**config.mk**
```make
export PLATFORM = sky130hd
export DESIGN_NAME = hazard_ctrl
export DESIGN_NICKNAME = d
export VERILOG_FILES = /design/src/rtl/hazard_ctrl.sv
export SDC_FILE = /design/constraint.sdc
export NUM_CORES = 1
export LEC_CHECK = 0
export BUFFER_PORTS_ARGS = -buffer_cell sky130_fd_sc_hd__buf_2
export CAP_MARGIN = 40
export CORE_UTILIZATION = 33
export CTS_CLUSTER_DIAMETER = 40
export CTS_CLUSTER_SIZE = 20
export DETAILED_ROUTE_END_ITERATION = 16
export MAX_ROUTING_LAYER = met4
export PLACE_DENSITY_LB_ADDON = 0.12
export SYNTH_ARGS = -nofsm -noshare
export SYNTH_HDL_FRONTEND = slang
export SYNTH_SLANG_ARGS = --single-unit
```
**constraint.sdc**
```tcl
create_clock -name clk -period 1.7 [get_ports clk]
set_clock_uncertainty 0.1 [all_clocks]
set_input_delay 0.34 -clock clk [delete_from_list [all_inputs] [get_ports clk]]
set_output_delay 0.34 -clock clk [all_outputs]
set_load 0.1 [all_outputs]
```
**src/rtl/hazard_ctrl.sv**
```systemverilog
// ============================================================================
// Module   : hazard_ctrl
// Brief    : Stall/flush/freeze control for the 5-stage RV64 pipeline.
//            Optional perf counters enabled by HAZARD_PERF_CNT_EN.
// Revision : 1.0 - initial release
// ============================================================================
`default_nettype none

module hazard_ctrl #(
  parameter int MEM_TIMEOUT = 16,
  parameter int CNT_W       = 32
) (
  input  logic             clk,
  input  logic             reset,
  input  logic [4:0]       i_id_rs1,
  input  logic [4:0]       i_id_rs2,
  input  logic             i_id_uses_rs1,
  input  logic             i_id_uses_rs2,
  input  logic             i_ex_memread,
  input  logic [4:0]       i_ex_rd,
  input  logic             i_mem_branch,
  input  logic             i_mem_alu_zero,
  input  logic             i_dmem_req,
  input  logic             i_dmem_ready,
  output logic             o_pc_write,
  output logic             o_pc_src,
  output logic             o_if_id_write,
  output logic             o_if_id_flush,
  output logic             o_id_ex_flush,
  output logic             o_ex_mem_flush,
  output logic             o_pipe_freeze,
  output logic             o_mem_timeout,
  output logic [CNT_W-1:0] o_load_use_cnt,
  output logic [CNT_W-1:0] o_flush_cnt,
  output logic [CNT_W-1:0] o_freeze_cnt
);

  localparam int c_WCTR_W = $clog2(MEM_TIMEOUT + 1);
  localparam logic [c_WCTR_W-1:0] c_CTR_ONE   = c_WCTR_W'(1);
  localparam logic [c_WCTR_W-1:0] c_CTR_LIMIT = c_WCTR_W'(MEM_TIMEOUT);

  typedef enum logic [0:0] {
    S_RUN      = 1'b0,
    S_MEM_WAIT = 1'b1
  } state_t;

  state_t              r_state;
  logic [c_WCTR_W-1:0] r_wait_ctr;
  logic                r_mem_timeout;

  logic w_taken;
  logic w_lu;
  logic w_in_wait;
  logic w_done;
  logic w_expired;
  logic w_freeze;
  logic w_flush;
  logic w_bubble;

  assign w_taken = i_mem_branch & i_mem_alu_zero;
  assign w_lu    = i_ex_memread & (i_ex_rd != 5'd0) &
                   ((i_id_uses_rs1 & (i_ex_rd == i_id_rs1)) |
                    (i_id_uses_rs2 & (i_ex_rd == i_id_rs2)));

  // A dropped request while waiting counts as completion of the access.
  assign w_in_wait = (r_state == S_MEM_WAIT);
  assign w_done    = i_dmem_ready | ~i_dmem_req;
  assign w_expired = (r_wait_ctr == c_CTR_LIMIT);

  // On the exit cycle of a wait (done or abandoned) the memory access no
  // longer stalls; only branch and load-use rules apply.
  assign w_freeze = w_in_wait ? (~w_done & ~w_expired)
                              : (~w_taken & i_dmem_req & ~i_dmem_ready);
  assign w_flush  = ~w_freeze & w_taken;
  assign w_bubble = ~w_freeze & ~w_taken & w_lu;

  assign o_pc_write     = ~reset & ~w_freeze & ~w_bubble;
  assign o_if_id_write  = ~reset & ~w_freeze & ~w_bubble;
  assign o_pc_src       = ~reset & w_flush;
  assign o_if_id_flush  = ~reset & w_flush;
  assign o_id_ex_flush  = ~reset & (w_flush | w_bubble);
  assign o_ex_mem_flush = ~reset & w_flush;
  assign o_pipe_freeze  = ~reset & w_freeze;
  assign o_mem_timeout  = r_mem_timeout;

  always_ff @(posedge clk or posedge reset) begin
    if (reset) begin
      r_state       <= S_RUN;
      r_wait_ctr    <= '0;
      r_mem_timeout <= 1'b0;
    end else begin
      case (r_state)
        S_RUN: begin
          if (w_freeze) begin
            r_state    <= S_MEM_WAIT;
            r_wait_ctr <= c_CTR_ONE;
          end
        end
        S_MEM_WAIT: begin
          if (w_freeze) begin
            r_wait_ctr <= r_wait_ctr + c_CTR_ONE;
          end else begin
            r_state    <= S_RUN;
            r_wait_ctr <= '0;
            if (!w_done) begin
              r_mem_timeout <= 1'b1;
            end
          end
        end
        default: begin
          r_state    <= S_RUN;
          r_wait_ctr <= '0;
        end
      endcase
    end
  end

`ifdef HAZARD_PERF_CNT_EN
  localparam logic [CNT_W-1:0] c_CNT_MAX = {CNT_W{1'b1}};
  localparam logic [CNT_W-1:0] c_CNT_ONE = CNT_W'(1);

  logic [CNT_W-1:0] r_load_use_cnt;
  logic [CNT_W-1:0] r_flush_cnt;
  logic [CNT_W-1:0] r_freeze_cnt;

  // Counters saturate rather than wrap.
  always_ff @(posedge clk or posedge reset) begin
    if (reset) begin
      r_load_use_cnt <= '0;
      r_flush_cnt    <= '0;
      r_freeze_cnt   <= '0;
    end else begin
      if (w_bubble && (r_load_use_cnt != c_CNT_MAX)) begin
        r_load_use_cnt <= r_load_use_cnt + c_CNT_ONE;
      end
      if (w_flush && (r_flush_cnt != c_CNT_MAX)) begin
        r_flush_cnt <= r_flush_cnt + c_CNT_ONE;
      end
      if (w_freeze && (r_freeze_cnt != c_CNT_MAX)) begin
        r_freeze_cnt <= r_freeze_cnt + c_CNT_ONE;
      end
    end
  end

  assign o_load_use_cnt = r_load_use_cnt;
  assign o_flush_cnt    = r_flush_cnt;
  assign o_freeze_cnt   = r_freeze_cnt;
`else
  assign o_load_use_cnt = '0;
  assign o_flush_cnt    = '0;
  assign o_freeze_cnt   = '0;
`endif

endmodule

`default_nettype wire

```
==> results of run 1 <==
-- final cells by class --
class                   count  area (um2)
multi-input cells         140       748.2
fillers                   382        2208
inverters                   5       21.27
clock buffers               4       45.04
flip-flops and latches      7       175.2
repair buffers             52       430.4
well taps                  48       60.06
-- cells by family after synthesis --
family,count (synthesis),share of synthesized area
other cells,1,0.002921
buf+inv,105,0.6023
flops,7,0.1365
simple gates,16,0.07213
xor+xnor,11,0.07505
compound gates,14,0.08383
mux,1,0.007798
fa+ha+maj,2,0.01949
-- cell usage after synthesis, drive strengths merged --
cell    number
nor3         1
o22ai        1
nand3        2
nor2b        1
conb         1
a31o         1
dfrtp        7
o311a        1
a21o         2
a41o         1
nand2        5
or3          1
a22oi        1
nand4        2
and3b        1
o21ai        1
buf        100
and4bb       1
a21oi        2
ha           2
a211oi       1
a22o         3
mux2i        1
inv          5
xnor2       11
nor2         2
-- worst paths after layout --
kind / slack [ps] / cells past startpoint / end
worst min register to register: 360 / 1 / o_mem_timeout
worst max-delay path: -580 / 7 / o_ex_mem_flush
worst min-delay path: 100 / 3 / r_wait_ctr[2]
max in group asynchronous: 1280 / 3 / r_wait_ctr[0]
min in group clk: 360 / 1 / o_mem_timeout
worst max register to register: -70 / 7 / r_wait_ctr[4]
-- flip-flops by register name, summed over array words and instances (netlist names) --
register       flops
o_mem_timeout      1
r_state            1
r_wait_ctr         5
-- report_power, final --
part	switching (W)	internal [W]	total, W
combinational	0.00106	0.000130	0.00119
clock	0.0000772	0.000163	0.000240
sequential	0.00000509	0.000174	0.000179
-- worst register-to-register path, cell delays in order, from the launching register on --
cell and delay, ps:
dfrtp_1 380, inv_2 80, ha_4 110, and4bb_1 210, and3b_1 220, buf_4 170, a21o_1 160, a22o_1 220
-- per-layer routing --
layer | vias up | global-route usage
met5 | - | -
met1 | 396 | 0.09452
met3 | 5 | 0.01071
met2 | 70 | 0.1697
li1 | 408 | -
met4 | 0 | 0.05000
-- through the flow --
stage                     total power (W)  hold slack, ps  instance area, um2
after floorplan                  0.001412           58.01                1689
after global placement           0.001348           350.4                1384
after detailed placement         0.001352           345.5                1384
after CTS                        0.001611           99.73                1465
after global routing             0.001654           129.9                1480
final                            0.001613           95.72                1480
-- repair_timing --
item / 4_1_cts / 5_1_grt
pin swaps: 4 / 1
buffers inserted: 2 / 2
setup endpoints to repair: 8 / 9
cloned: 0 / 0
gates resized for setup: 6 / 0
==> metrics.cfg, run 1 <==
[floorplanning]
row_count=22
die_area_um2=4144
start_util=0.3480
die_h_um=64.37
coreArea_um2=3689
ios=128
die_x_um=64.37

[yosys]
yosysTopAreaCellShare=0.5789
syn_avg_cell_area_um2=8.177
yosys_warnings=0
ys_ff_latch=7
netlist_top_cells_area=buf_4 (58%), dfrtp_1 (14%), xnor2_1 (7.5%), a22o_1 (2.0%), ha_1 (1.9%)
yosysSeqAreaShare=0.1365
synth_area_um2=1284
ys_types=28
synth_top_area_cell=buf_4
syn_inst=157

[place]
pre_cts_ws_ps=-469.9
dpl.hpwl_mm=1.735
dp_cells=248
portBuffers=31
routabilityCongestion=0.7498

[status]
failed_checks=setup timing
status=complete, but fails checks

[clocking]
htree_levels=1
cts_buffers=3
holdBufCountCts=0
root_buffer=clkbuf_8
cts.sinks=7
cts_tree=built
clk_pin_slew_ps=40
insertion_delay_ps=230
clock_path_buffers=2

[route]
vias=879
via_per_inst=3.434
dr_wl_met2_mm=1.071
drt-initial-drc-count=19
remaining_drc_errors=0
routed_wl_mm=2.001
wl_met3_um=182
antenna_left=0
routedWlPerCell_um=7.816
topRoutingLayerUsed=met4
met1_length_um=706
dr.pass1.iters=4

[global_routing]
grt_pass1_vias=657
grt_max_degree=8
antenna_found_initial=0
grt_use_total=0.09230
globalRoute.totalOverflow=0
grt_pass1_wl_mm=2.870

[setup_path]
cp-end-kind=primary output
cp_cell_sequence=inv_2 -> ha_4 -> and4bb_1 -> and3b_1 -> nor3_4 -> buf_12 -> buf_12
critPathMaxStageDelay_ps=380
worstSetupStartpointType=flop
startpoint=r_wait_ctr[0]
critPathKind=flop to primary output
cp.arrival_ps=1840
crit_fanout=3
r2r-start=r_wait_ctr[0]
cp_slowest_cell=dfrtp_1
cpLargestDelayFamily=simple AND/OR/NAND/NOR gates
worstPathRequired_ps=1260
critPathMostFrequentCell=buf_12
crit_buf_inv=3

[timing]
final-max-slew-violation-count=0
setup_viol=8
min_period_ps=2278
worst_slack_ps=-577.9
rsz0062_at_grt=yes
finalHoldViolCount=0
fin_setup_tns_ps=-3915
period_share=1.340
fmax_ghz=0.4390

[final_layout]
drive_gt1_frac=0.3125
fin_cells=256
synthToLayoutAreaGrowth_pct=15.30
final_common_cell=conb_1
final_util=0.4013
num-nets-final=235
n_antenna_cell=0
mostFrequentLayoutCells=conb_1 (96), buf_2 (24), buf_4 (20)

[power_and_ir_drop]
leakagePower_nw=0.8340
p_per_area_nw_per_um2=1090
ir_worst_vdd_mv=0.5169

[job]
drv_cap=0

[hold_path]
min_path_type=primary input to async pin

Note: power is estimated with default switching activity, not from simulation.
==> run 2: changes to the inputs <==
Settings changed: REMOVE_ABC_BUFFERS from default to 1.
==> run 2 against run 1 <==
The run still ends with setup timing left. Total power shrank 1.1%. Sequential share of layout area grew 0.35 points. Maximum frequency grew 0.69%. Flip-flop and latch count is the same. Hold slack lost 31 ps. Combinational power is essentially flat. Via count shrank 1.4%. First-iteration DRC count is the same. Clock power is essentially flat. Die area is the same. Critical path type unchanged. Highest routed layer unchanged.
==> metrics.cfg, run 2 (synthesis gave the netlist of run 1 again) <==
[status]
status=complete, but fails checks
failed_checks=setup timing

[final_layout]
largest_register_ffs=5
num-nets-final=235
mostFrequentLayoutCells=conb_1 (96), buf_2 (24), buf_4 (21)
nFillCells=394
multi_input_area_um2=720.7
final_common_cell=conb_1
final_util=0.3898
synthToLayoutAreaGrowth_pct=11.99
seq_area_um2=175.2
drive_gt1_frac=0.3125
n_antenna_cell=0
largest_register=r_wait_ctr

[place]
portBuffers=31
dpl.hpwl_mm=1.705
routabilityCongestion=0.7440

[clocking]
cts.sinks=7
clock_path_buffers=2
insertion_delay_ps=230
cts_buffers=3
htree_levels=1
root_buffer=clkbuf_8
clk_pin_slew_ps=40
cts_tree=built
holdBufCountCts=0

[setup_path]
cp-end-kind=primary output
worstSetupStartpointType=flop
cp.arrival_ps=1820
worstPathRequired_ps=1260
cp_slowest_cell=dfrtp_1
critPathKind=flop to primary output
critPathMaxStageDelay_ps=370
crit_fanout=3
cp_cell_sequence=inv_1 -> ha_4 -> and4bb_2 -> and3b_1 -> nor3_2 -> buf_4 -> buf_12

[floorplanning]
ios=128
die_h_um=64.37
row_count=22
start_util=0.3480
coreArea_um2=3689
die_area_um2=4144
die_x_um=64.37

[power_and_ir_drop]
ir_worst_vdd_mv=0.9541
p_per_area_nw_per_um2=1110
leakagePower_nw=0.8266
fin_total_pwr_w=0.001596

[global_routing]
grt_use_total=0.08706
grt_max_degree=8
antenna_found_initial=0
grt_pass1_wl_mm=2.697
grt_pass1_vias=662
globalRoute.totalOverflow=0

[timing]
final-max-slew-violation-count=0
rsz0062_at_grt=yes
fmax_ghz=0.4420
finalHoldViolCount=0
min_period_ps=2262
setup_viol=8
worst_slack_ps=-562.3
period_share=1.331

[route]
via_per_inst=3.387
dr.pass1.iters=2
vias=867
drt-initial-drc-count=19
antenna_left=0
remaining_drc_errors=0
routed_wl_mm=1.938
routedWlPerCell_um=7.570

[hold_path]
min_path_type=primary input to async pin

[job]
drv_cap=0

run 2: repair_timing:
| item | CTS | global route |
|---|---|---|
| pin swaps | 2 | 0 |
| endpoints found under the setup margin | 8 | 9 |
| resized for setup | 5 | 4 |
| setup buffers | 2 | 2 |
run 2: per-layer routing:
| layer | GRT usage | up-vias | routed length (um) |
|---|---|---|---|
| li1 | - | 411 | - |
| met1 | 0.08733 | 393 | 646 |
| met2 | 0.1566 | 61 | 1089 |
| met3 | 0.03214 | 2 | 189 |
| met4 | 0.02500 | 0 | 13 |
| met5 | - | - | 0 |
run 2: layout make-up:
type                            count  area share
Clock buffer                        4     0.03133
Multi-Input combinational cell    140      0.5013
Inverter                            5     0.01305
Timing Repair Buffer               52      0.2907
Tap cell                           48     0.04178
Sequential cell                     7      0.1218
run 2: worst paths after layout:
check,start,end,slack (ps),depth (start not counted)
max in group asynchronous,reset,r_wait_ctr[2],1310,3
min in group clk,o_mem_timeout,o_mem_timeout,370,1
setup / recovery,r_wait_ctr[1],o_ex_mem_flush,-560,7
setup reg to reg,r_wait_ctr[1],r_wait_ctr[4],-100,7
hold / removal,reset,o_mem_timeout,60,3
hold reg to reg,o_mem_timeout,o_mem_timeout,370,1
run 2: worst max-delay path, delay by kind of cell, from the launching register on:
family	cells	cell delay, ps
adders and majority gates	1	120
buffers and inverters	3	470
DFF	1	370
and+or+nand+nor	3	630
run 2: power by group:
part	switching [W]	total (W)	internal (W)	leakage [nW]
Combinational	0.00106	0.00118	0.000123	0.710
Sequential	0.00000437	0.000179	0.000174	0.0938
Clock	0.0000747	0.000237	0.000162	0.0228
run 2: through the flow:
step / setup TNS, ps / worst slack, ps / hold WS (ps) / instance area (um2) / std cells
2_1_floorplan: -23040 / -4134 / 51.41 / 885.9 / 152
3_3_place_gp: -2445 / -450.1 / 285.9 / 1334 / 248
3_5_place_dp: -2483 / -465.2 / 281.4 / 1334 / 248
4_1_cts: -3711 / -557.6 / 55.90 / 1406 / 254
5_1_grt: -4285 / -628.0 / 86.58 / 1438 / 256
6_report: -3685 / -562.3 / 64.25 / 1438 / 256
==> run 3: changes to the inputs <==
Settings changed: CELL_PAD_IN_SITES_DETAIL_PLACEMENT from default to 2, CELL_PAD_IN_SITES_GLOBAL_PLACEMENT from default to 2, CORE_UTILIZATION 33 to 15.
==> run 3 against run 2 <==
The run still ends with setup timing left. Flip-flop and latch count is the same. Final cell count grew 24%. Largest power group unchanged. First-iteration DRC count shrank 16%. Sequential share of layout area shrank 0.81 points. Global-route usage shrank 2.4 points.
==> metrics.cfg, run 3 (synthesis gave the netlist of run 1 again) <==
[status]
status=complete, but fails checks
failed_checks=setup timing

[floorplanning]
die_area_um2=8932
start_util=0.1555
die_h_um=94.51
ios=128
row_count=33
die_x_um=94.51
coreArea_um2=8258

[job]
drv_cap=0

[place]
routabilityCongestion=0.6448
dpl.hpwl_mm=2.453
pre_cts_ws_ps=-521.2
portBuffers=31
dp_cells=306

[power_and_ir_drop]
leakagePower_nw=0.8543
ir_worst_vdd_mv=0.2403
p_per_area_nw_per_um2=1058
fin_total_pwr_w=0.001629

[global_routing]
grt_pass1_wl_mm=4.098
antenna_found_initial=0
grt_pass1_vias=859
globalRoute.totalOverflow=0
grt_max_degree=8
grt_use_total=0.06341

[hold_path]
min_path_type=primary input to async pin

[timing]
slew_headroom=0.6606
min_period_ps=2284
fmax_ghz=0.4377
finalHoldViolCount=0
setup_viol=12
whs_ps=65.50
final-max-slew-violation-count=0
worst_slack_ps=-584.4
worst_pin_slew_ps=509.2
period_share=1.344
rsz0062_at_grt=yes

[final_layout]
largest_register=r_wait_ctr
synthToLayoutAreaGrowth_pct=19.98
largest_register_ffs=5
nFillCells=1014
n_antenna_cell=0
fin_cells=317
drive_gt1_frac=0.3113
mostFrequentLayoutCells=conb_1 (96), buf_2 (24), buf_4 (22)
final_common_cell=conb_1
num-nets-final=239

[setup_path]
cp-end-kind=primary output
critPathKind=flop to primary output
worstSetupStartpointType=flop
cp.arrival_ps=1840
cp_slowest_cell=dfrtp_1
cp_cell_sequence=inv_2 -> ha_1 -> and4bb_1 -> and3b_2 -> nor3_4 -> a41o_1 -> buf_12
crit_fanout=3
crit_buf_inv=2
worstPathRequired_ps=1260
cpLargestDelayFamily=simple AND/OR/NAND/NOR gates
critPathMaxStageDelay_ps=380

[clocking]
htree_levels=1
cts_buffers=3
clock_path_buffers=2
holdBufCountCts=0
root_buffer=clkbuf_8
clk_pin_slew_ps=50
cts.sinks=7
cts_tree=built
insertion_delay_ps=250

[route]
drt-initial-drc-count=16
via_per_inst=2.842
vias=901
routedWlPerCell_um=8.931
antenna_left=0
routed_wl_mm=2.831
remaining_drc_errors=0
dr.pass1.iters=2

==> run 3: cell count changes in the layout (fill, tap and decap cells not counted), sizes merged <==
cell	before	now
buf	52	56
==> run 3: per-stage QoR <==
stage | cell area [um2] | util | setup TNS (ps)
final | 1540 | 0.1865 | -4431
after global placement | 1413 | 0.1711 | -2984
after floorplan | 885.9 | - | -23040
after CTS | 1533 | 0.1856 | -4647
after global routing | 1540 | 0.1865 | -5451
after detailed placement | 1413 | 0.1711 | -2847
==> run 3: layer usage <==
metal  up-vias  GRT usage  wire length (um)
li1        418          -                 -
met1       407    0.07301              1120
met2        70     0.1008              1378
met3         6   0.008857               255
met4         0    0.04545                76
met5         -          -                 0
==> run 3: area by class of cell <==
cell class / count / area, um2 / area share
sequential: 7 / 175.2 / 0.1137
inverter: 5 / 18.77 / 0.01219
tap: 105 / 131.4 / 0.08530
multi-input combinational: 140 / 710.7 / 0.4614
clock buffer: 4 / 45.04 / 0.02924
timing repair buffer: 56 / 459.2 / 0.2981
==> run 3: final timing paths <==
path / startpoint / endpoint / slack (ps) / cells after the start
min reg2reg: o_mem_timeout / o_mem_timeout / 370 / 1
max in group asynchronous: reset / r_wait_ctr[4] / 1300 / 3
min: reset / r_state / 70 / 3
max: r_wait_ctr[0] / o_id_ex_flush / -580 / 7
min in group clk: o_mem_timeout / o_mem_timeout / 370 / 1
max reg2reg: r_wait_ctr[0] / r_wait_ctr[4] / -200 / 8
==> run 3: where the power goes <==
part,switching [W],leakage (nW),internal (W)
logic,0.00106,0.738,0.000126
clock network,0.0000969,0.0228,0.000164
registers,0.00000527,0.0938,0.000174
total,0.00116,0.854,0.000465
==> run 3: what timing repair did <==
action                                  CTS  global route
endpoints found under the setup margin    9            12
resized for setup                         9             0
buffers inserted                          6             1
pin swaps                                 2             1
==> run 3: tightest hold or removal path, delay by kind of cell <==
| kind | cells | cell delay, ps |
|---|---|---|
| buffers and inverters | 3 | 410 |
